File: src/rtl/riscv_fetch_pkg.sv
// Shared types and constants for the instruction fetch stage.
// The queue entry layout is {fault, pc, instr}, 65 bits in total.
package riscv_fetch_pkg;

    typedef enum logic {
        FETCH_STATE_RUN   = 1'b0,
        FETCH_STATE_FAULT = 1'b1
    } fetch_state_e;

    localparam int FETCH_FIFO_DEPTH = 2;
    localparam int FETCH_ENTRY_W    = 65;

    typedef struct packed {
        logic        fault;
        logic [31:0] pc;
        logic [31:0] instr;
    } fetch_entry_t;

    function automatic logic [31:0] align_pc(input logic [31:0] pc);
        return {pc[31:2], 2'b00};
    endfunction

endpackage

File: src/rtl/riscv_fetch_if.sv
// Fetch-stage bus bundle: the decode-facing handshake and the icache request/response port.
// The fetch stage uses the master modport; decode and icache together form the slave side.
interface riscv_fetch_if;
    logic        fetch_valid_o;
    logic [31:0] fetch_instr_o;
    logic [31:0] fetch_pc_o;
    logic        fetch_fault_o;
    logic        fetch_accept_i;
    logic        fetch_branch_i;
    logic [31:0] fetch_branch_pc_i;
    logic        icache_rd_o;
    logic [31:0] icache_pc_o;
    logic        icache_accept_i;
    logic        icache_valid_i;
    logic [31:0] icache_inst_i;
    logic        icache_error_i;

    modport master (
        output fetch_valid_o, fetch_instr_o, fetch_pc_o, fetch_fault_o,
        output icache_rd_o, icache_pc_o,
        input  fetch_accept_i, fetch_branch_i, fetch_branch_pc_i,
        input  icache_accept_i, icache_valid_i, icache_inst_i, icache_error_i
    );

    modport slave (
        input  fetch_valid_o, fetch_instr_o, fetch_pc_o, fetch_fault_o,
        input  icache_rd_o, icache_pc_o,
        output fetch_accept_i, fetch_branch_i, fetch_branch_pc_i,
        output icache_accept_i, icache_valid_i, icache_inst_i, icache_error_i
    );
endinterface

File: src/rtl/riscv_fetch_fifo.sv
// Two-entry fetch queue; the head is presented straight from storage registers.
// Push and pop in the same cycle are legal even when full.
module riscv_fetch_fifo
    import riscv_fetch_pkg::*;
(
    input  logic         clk_i,
    input  logic         rst_i,
    input  logic         flush,
    input  logic         push,
    input  logic         pop,
    input  fetch_entry_t data_in,
    output fetch_entry_t data_out,
    output logic         valid,
    output logic         full,
    output logic [1:0]   count
);
    fetch_entry_t mem_q [FETCH_FIFO_DEPTH];
    logic         rd_ptr_q;
    logic         wr_ptr_q;
    logic [1:0]   count_q;
    logic         do_push;
    logic         do_pop;

    assign valid    = (count_q != 2'd0);
    assign full     = (count_q == 2'd2);
    assign count    = count_q;
    assign data_out = mem_q[rd_ptr_q];
    assign do_pop   = pop & valid;
    assign do_push  = push & (~full | do_pop);

    always_ff @(posedge clk_i or negedge rst_i) begin
        if (!rst_i) begin
            for (int i = 0; i < FETCH_FIFO_DEPTH; i++) mem_q[i] <= '0;
            rd_ptr_q <= 1'b0;
            wr_ptr_q <= 1'b0;
            count_q  <= 2'd0;
        end else if (flush) begin
            rd_ptr_q <= 1'b0;
            wr_ptr_q <= 1'b0;
            count_q  <= 2'd0;
        end else begin
            if (do_push) begin
                mem_q[wr_ptr_q] <= data_in;
                wr_ptr_q        <= ~wr_ptr_q;
            end
            if (do_pop) rd_ptr_q <= ~rd_ptr_q;
            case ({do_push, do_pop})
                2'b10:   count_q <= count_q + 2'd1;
                2'b01:   count_q <= count_q - 2'd1;
                default: count_q <= count_q;
            endcase
        end
    end
endmodule

File: src/rtl/riscv_fetch.sv
// Instruction fetch stage: sequential PC generation, single-outstanding icache requests,
// a two-entry instruction queue towards decode, and branch redirect with response squash.
//   state             | meaning
//   FETCH_STATE_RUN   | issuing requests while queue credit allows
//   FETCH_STATE_FAULT | bus error queued; no requests until a branch
module riscv_fetch
    import riscv_fetch_pkg::*;
#(
    parameter logic [31:0] BOOT_VECTOR = 32'h0000_0000
) (
    input  logic          clk_i,
    input  logic          rst_i,
    riscv_fetch_if.master bus
);
    fetch_state_e state_q;
    logic [31:0]  pc_q;
    logic         outstanding_q;
    logic         drop_q;

    fetch_entry_t head;
    fetch_entry_t push_entry;
    logic         fifo_valid;
    logic         fifo_full;
    logic [1:0]   fifo_count;
    logic         pop;
    logic         push;
    logic [2:0]   used;
    logic         issue;
    logic         take;

    assign pop  = fifo_valid & bus.fetch_accept_i & ~bus.fetch_branch_i;
    assign push = bus.icache_valid_i & ~drop_q & ~bus.fetch_branch_i;
    assign used = {1'b0, fifo_count} + {2'b00, outstanding_q} - {2'b00, pop};

    // Request must be visible before the first edge after reset release, so rst_i gates it directly.
    assign issue = rst_i & (state_q == FETCH_STATE_RUN) & ~bus.fetch_branch_i
                 & (used < 3'd2) & (~outstanding_q | bus.icache_valid_i);
    assign take  = issue & bus.icache_accept_i;

    assign bus.icache_rd_o = issue;
    assign bus.icache_pc_o = rst_i ? pc_q : 32'h0;

    // A pushed response always belongs to the last accepted request, which is pc_q - 4
    // (a redirect while outstanding arms drop_q, so its response is never pushed).
    assign push_entry = '{fault: bus.icache_error_i, pc: pc_q - 32'd4, instr: bus.icache_inst_i};

    riscv_fetch_fifo u_fifo (
        .clk_i    (clk_i),
        .rst_i    (rst_i),
        .flush    (bus.fetch_branch_i),
        .push     (push & (~fifo_full | pop)),
        .pop      (pop),
        .data_in  (push_entry),
        .data_out (head),
        .valid    (fifo_valid),
        .full     (fifo_full),
        .count    (fifo_count)
    );

    assign bus.fetch_valid_o = fifo_valid;
    assign bus.fetch_pc_o    = head.pc;
    assign bus.fetch_instr_o = head.instr;
    assign bus.fetch_fault_o = fifo_valid & head.fault;

    always_ff @(posedge clk_i or negedge rst_i) begin
        if (!rst_i) begin
            state_q       <= FETCH_STATE_RUN;
            pc_q          <= BOOT_VECTOR;
            outstanding_q <= 1'b0;
            drop_q        <= 1'b0;
        end else begin
            if (take) outstanding_q <= 1'b1;
            else if (bus.icache_valid_i) outstanding_q <= 1'b0;

            if (bus.fetch_branch_i) begin
                state_q <= FETCH_STATE_RUN;
                pc_q    <= align_pc(bus.fetch_branch_pc_i);
                drop_q  <= outstanding_q & ~bus.icache_valid_i;
            end else begin
                if (take) pc_q <= pc_q + 32'd4;
                if (push & bus.icache_error_i) state_q <= FETCH_STATE_FAULT;
                if (bus.icache_valid_i & drop_q) drop_q <= 1'b0;
            end
        end
    end
endmodule
File: src/flat_wrapper.sv
// flat-port wrapper written by rule: the top's interface ports become plain ports
module riscv_fetch_flat import riscv_fetch_pkg::*;
#(
    parameter logic [31:0] BOOT_VECTOR = 32'h0000_0000
)
  (clk_i, rst_i, bus_fetch_valid_o, bus_fetch_instr_o, bus_fetch_pc_o, bus_fetch_fault_o, bus_icache_rd_o, bus_icache_pc_o, bus_fetch_accept_i, bus_fetch_branch_i, bus_fetch_branch_pc_i, bus_icache_accept_i, bus_icache_valid_i, bus_icache_inst_i, bus_icache_error_i);
  riscv_fetch_if bus_i ();
  input  logic clk_i;
  input  logic rst_i;
  output wire logic [$bits(bus_i.fetch_valid_o)-1:0] bus_fetch_valid_o;
  output wire logic [$bits(bus_i.fetch_instr_o)-1:0] bus_fetch_instr_o;
  output wire logic [$bits(bus_i.fetch_pc_o)-1:0] bus_fetch_pc_o;
  output wire logic [$bits(bus_i.fetch_fault_o)-1:0] bus_fetch_fault_o;
  output wire logic [$bits(bus_i.icache_rd_o)-1:0] bus_icache_rd_o;
  output wire logic [$bits(bus_i.icache_pc_o)-1:0] bus_icache_pc_o;
  input wire logic [$bits(bus_i.fetch_accept_i)-1:0] bus_fetch_accept_i;
  input wire logic [$bits(bus_i.fetch_branch_i)-1:0] bus_fetch_branch_i;
  input wire logic [$bits(bus_i.fetch_branch_pc_i)-1:0] bus_fetch_branch_pc_i;
  input wire logic [$bits(bus_i.icache_accept_i)-1:0] bus_icache_accept_i;
  input wire logic [$bits(bus_i.icache_valid_i)-1:0] bus_icache_valid_i;
  input wire logic [$bits(bus_i.icache_inst_i)-1:0] bus_icache_inst_i;
  input wire logic [$bits(bus_i.icache_error_i)-1:0] bus_icache_error_i;
  assign bus_fetch_valid_o = bus_i.fetch_valid_o;
  assign bus_fetch_instr_o = bus_i.fetch_instr_o;
  assign bus_fetch_pc_o = bus_i.fetch_pc_o;
  assign bus_fetch_fault_o = bus_i.fetch_fault_o;
  assign bus_icache_rd_o = bus_i.icache_rd_o;
  assign bus_icache_pc_o = bus_i.icache_pc_o;
  assign bus_i.fetch_accept_i = bus_fetch_accept_i;
  assign bus_i.fetch_branch_i = bus_fetch_branch_i;
  assign bus_i.fetch_branch_pc_i = bus_fetch_branch_pc_i;
  assign bus_i.icache_accept_i = bus_icache_accept_i;
  assign bus_i.icache_valid_i = bus_icache_valid_i;
  assign bus_i.icache_inst_i = bus_icache_inst_i;
  assign bus_i.icache_error_i = bus_icache_error_i;
  riscv_fetch #(.BOOT_VECTOR(BOOT_VECTOR)) u_core (.clk_i(clk_i), .rst_i(rst_i), .bus(bus_i));
endmodule
File: config.mk
export PLATFORM = sky130hd
export DESIGN_NAME = riscv_fetch_flat
export DESIGN_NICKNAME = d
export VERILOG_FILES = /design/src/rtl/riscv_fetch_pkg.sv /design/src/rtl/riscv_fetch_if.sv /design/src/rtl/riscv_fetch_fifo.sv /design/src/rtl/riscv_fetch.sv /design/src/flat_wrapper.sv
export SDC_FILE = /design/constraint.sdc
export NUM_CORES = 1
export LEC_CHECK = 0
export ABC_AREA = 0
export BUFFER_PORTS_ARGS = -buffer_cell sky130_fd_sc_hd__buf_2
export CAP_MARGIN = 10
export CORE_MARGIN = 5
export CORE_UTILIZATION = 50
export CTS_CLUSTER_SIZE = 10
export DETAILED_ROUTE_END_ITERATION = 7
export PLACE_DENSITY = 0.7
export SKIP_CTS_REPAIR_TIMING = 1
export SLEW_MARGIN = 20
export SYNTH_ARGS = -nofsm -noshare
export SYNTH_HDL_FRONTEND = slang
export SYNTH_SLANG_ARGS = --single-unit
File: constraint.sdc
create_clock -name clk_i -period 6.9 [get_ports clk_i]
set_input_delay 0.69 -clock clk_i [delete_from_list [all_inputs] [get_ports clk_i]]
set_output_delay 0.69 -clock clk_i [all_outputs]
set_load 0.05 [all_outputs]
==> results.json <==
{
  "netlist_instances": 866,
  "seq_area_frac_synth_pct": 48.4,
  "cts_tree": "yes",
  "synth_largest_area_cell": "dfrtp_1",
  "async_reset_ff_share_pct": 100,
  "ir_worst_vdd_mv": 0.190,
  "worstPathRequired_ns": 7.20,
  "cpMostUsedCell": "nand2_1",
  "grt_use_total_pct": 21.1,
  "rr_worst_depth": 9,
  "die_x_um": 140,
  "area_growth_pct": 17.3,
  "rsz0062_at_grt": "false",
  "coreArea_um2": 16600,
  "slowest_delay_ns": 0.78,
  "ys.flop_type": "dfrtp_1",
  "layout_setup_ws_ns": 2.18,
  "reg2reg_to": "u_core.pc_q[24]$_DFFE_PN0P_",
  "critPathBufInv": 3,
  "cts_made_buffers": 17,
  "clock_skew_ns": 0.00874,
  "synth_area_leaders": "dfrtp_1, mux2_2, nand2_1, o21ai_0, and2_1",
  "drc": 0,
  "num_vias": 6572,
  "synth_adder_area_share_pct": 0.535,
  "holdWs_ns": 0.235,
  "power_density_nw_per_um2": 342,
  "rows": 47,
  "synth_top_family_by_area": "simple AND/OR/NAND/NOR gates",
  "path_clk_slew_ns": 0.07,
  "nNetsFinal": 1062,
  "wl_per_cell_um": 16.5,
  "slowest_stage": "and4b_1",
  "synth-compound-area-share_pct": 8.47,
  "first_iter_violations": 299,
  "start_kind": "primary input",
  "dp_hpwl_um": 13500,
  "first_pass_iters": 4,
  "finalPower_mw": 3.38,
  "multi_input_area_um2": 4030,
  "synth-seq-cells": 163,
  "ios": 170,
  "grt_pass1_vias": 6540,
  "grt_max_degree": 93,
  "start_util_pct": 50.8,
  "worstPathMaxFanout": 46,
  "htree_levels": 4,
  "ant_nets": 0,
  "period_share_pct": 68.3,
  "leakagePower_nw": 4.63,
  "critPathTopFamily": "simple AND/OR/NAND/NOR gates",
  "relSlewSlack_pct": 32.9,
  "antenna_found_initial": 0,
  "cts.sinks": 163,
  "clk-insertion-delay-late_ns": 0.43,
  "grt_pass1_wl_um": 33900,
  "drv_slew": 0,
  "final.setup.tns_ns": 0,
  "arrival_ns": 5.02,
  "ys_types": 57,
  "drive_gt1_share_pct": 32.2,
  "crit_type": "primary input to register",
  "place_ws_ns": 1.78,
  "syn_area_per_cell_um2": 9.73,
  "routed_via_density": 5.38,
  "r2r-start": "u_core.u_fifo.count[1]$_DFFE_PN0P_",
  "fmax_mhz": 212,
  "outcome": "complete, no violations",
  "grt_overflow": 0,
  "finalSetupViolations": 0,
  "antennaDiodeCount": 0,
  "final_common_cell": "nand2_1",
  "placed_cells": 1189,
  "dieArea_um2": 19500,
  "final-instance-count-excl-fill": 1221,
  "synth-simple-area-share_pct": 20.9,
  "end_kind": "register",
  "rrSetupSlack_ns": 3.37,
  "synth_xor_area_share_pct": 3.85,
  "layout_common_cells": "nand2_1, buf_2, dfrtp_1",
  "yosysWarnings": 0,
  "fin_crit_ns": 4.72,
  "regArea_um2": 4080,
  "synth.top_cell.area_share_pct": 48.4,
  "cts_buffer_depth": 2,
  "worstMarginPinSlew_ns": 1.01,
  "numPortBuffers": 163,
  "maxCapViolations": 0,
  "synthMuxAreaShare_pct": 13.7,
  "die_h_um": 140,
  "root_buffer": "clkbuf_16",
  "wl_um": 20100,
  "gp_congestion": 0.797,
  "netlist_area_um2": 8420,
  "crit_path_cell_trace": "buf_2, clkinv_1, nand2_1, xnor2_1, nand2_1, fa_1, and4bb_2, and4b_1, nor2_1, buf_4, a22o_1, or3b_2",
  "fillCellCount": 1495,
  "hold_path_class": "primary input to asynchronous set/reset pin",
  "hold_viol": 0,
  "synth_edf_count": 0
}
## kinds of logic (layout without fill, tap and decap cells)
| logic type | count (synthesis) | after routing |
|---|---|---|
| and+or+nand+nor | 363 | 363 |
| DFF | 163 | 163 |
| other | 1 | 4 |
| buffers and inverters | 80 | 212 |
| AOI/OAI and AO/OA | 116 | 116 |
| xor gates and xnor gates | 37 | 37 |
| adders and majority gates | 3 | 3 |
| muxes | 103 | 103 |
## per-stage QoR
step | util, % | instance area [µm²]
4_1_cts | 59.6 | 9880
3_3_place_gp | 56.1 | 9300
3_5_place_dp | 56.1 | 9300
5_1_grt | 59.6 | 9880
2_1_floorplan | - | 8440
6_report | 59.6 | 9880
## worst max path at each step
| stage | end | startpoint | cells past startpoint | slack (ns) |
|---|---|---|---|---|
| floorplan | bus_icache_rd_o | bus_fetch_branch_i | 9 | 3.48 |
| global placement | u_core.pc_q[24]$_DFFE_PN0P_ | bus_fetch_branch_i | 12 | 1.84 |
| detailed placement | u_core.pc_q[24]$_DFFE_PN0P_ | bus_fetch_branch_i | 12 | 1.78 |
| CTS | u_core.pc_q[24]$_DFFE_PN0P_ | bus_fetch_branch_i | 12 | 2.23 |
| global route | u_core.pc_q[24]$_DFFE_PN0P_ | bus_fetch_branch_i | 12 | 1.89 |
| finish | u_core.pc_q[24]$_DFFE_PN0P_ | bus_fetch_branch_i | 12 | 2.18 |
## routing by layer
| metal | share of wire, % | up-vias | track usage (%) |
|---|---|---|---|
| met3 | 5.5 | 14 | 3.98 |
| met5 | 0 | - | 0 |
| met1 | 48 | 3165 | 31.4 |
| met4 | 0.86 | 0 | 5.51 |
| li1 | - | 3193 | - |
| met2 | 45 | 200 | 31.7 |
## power breakdown
part	total [mW]	switching, mW	internal, mW
registers	1.35	0.159	1.19
clock network	0.923	0.438	0.485
logic	1.11	0.759	0.347
total	3.38	1.36	2.03
## state kept, by name, summed over array words and instances (netlist names)
register / cells
u_core.pc_q: 30
u_core.u_fifo.rd_ptr_q: 1
u_core.drop_q: 1
u_core.u_fifo.count: 2
u_core.state_q: 1
u_core.u_fifo.mem_q: 126
u_core.outstanding_q: 1
u_core.u_fifo.wr_ptr_q: 1
## synth_stat cells, types with 2 or more instances
cell	instances
o21ai_1	13
buf_2	15
buf_4	5
nor3_1	15
a31oi_1	4
and2_1	34
clkbuf_1	46
mux2_2	98
o211ai_1	7
o311ai_0	9
a21oi_1	6
dfrtp_1	163
nor3b_1	3
a22oi_1	2
nand2b_1	4
mux2i_1	5
nand2_1	208
nand3_1	21
and4_1	2
nor2b_1	3
or4_1	2
nor4_1	6
o21ai_2	4
xnor2_1	24
xor2_1	13
nor4b_2	2
nand4_1	7
o21ai_0	58
ha_1	2
nor2_1	30
a32oi_1	2
nor4_2	5
a221o_1	4
nor4_4	3
and3_1	6
or3_1	4
buf_1	3
inv_1	9
## area by class of cell
| cell class | count | area share (%) |
|---|---|---|
| clock inverter | 15 | 1.56 |
| multi-input combinational | 626 | 40.8 |
| inverter | 10 | 0.380 |
| clock buffer | 17 | 4.31 |
| tap | 220 | 2.79 |
| sequential | 163 | 41.3 |
| timing repair buffer | 170 | 8.85 |
No activity file was read; power rests on OpenSTA's default activity.
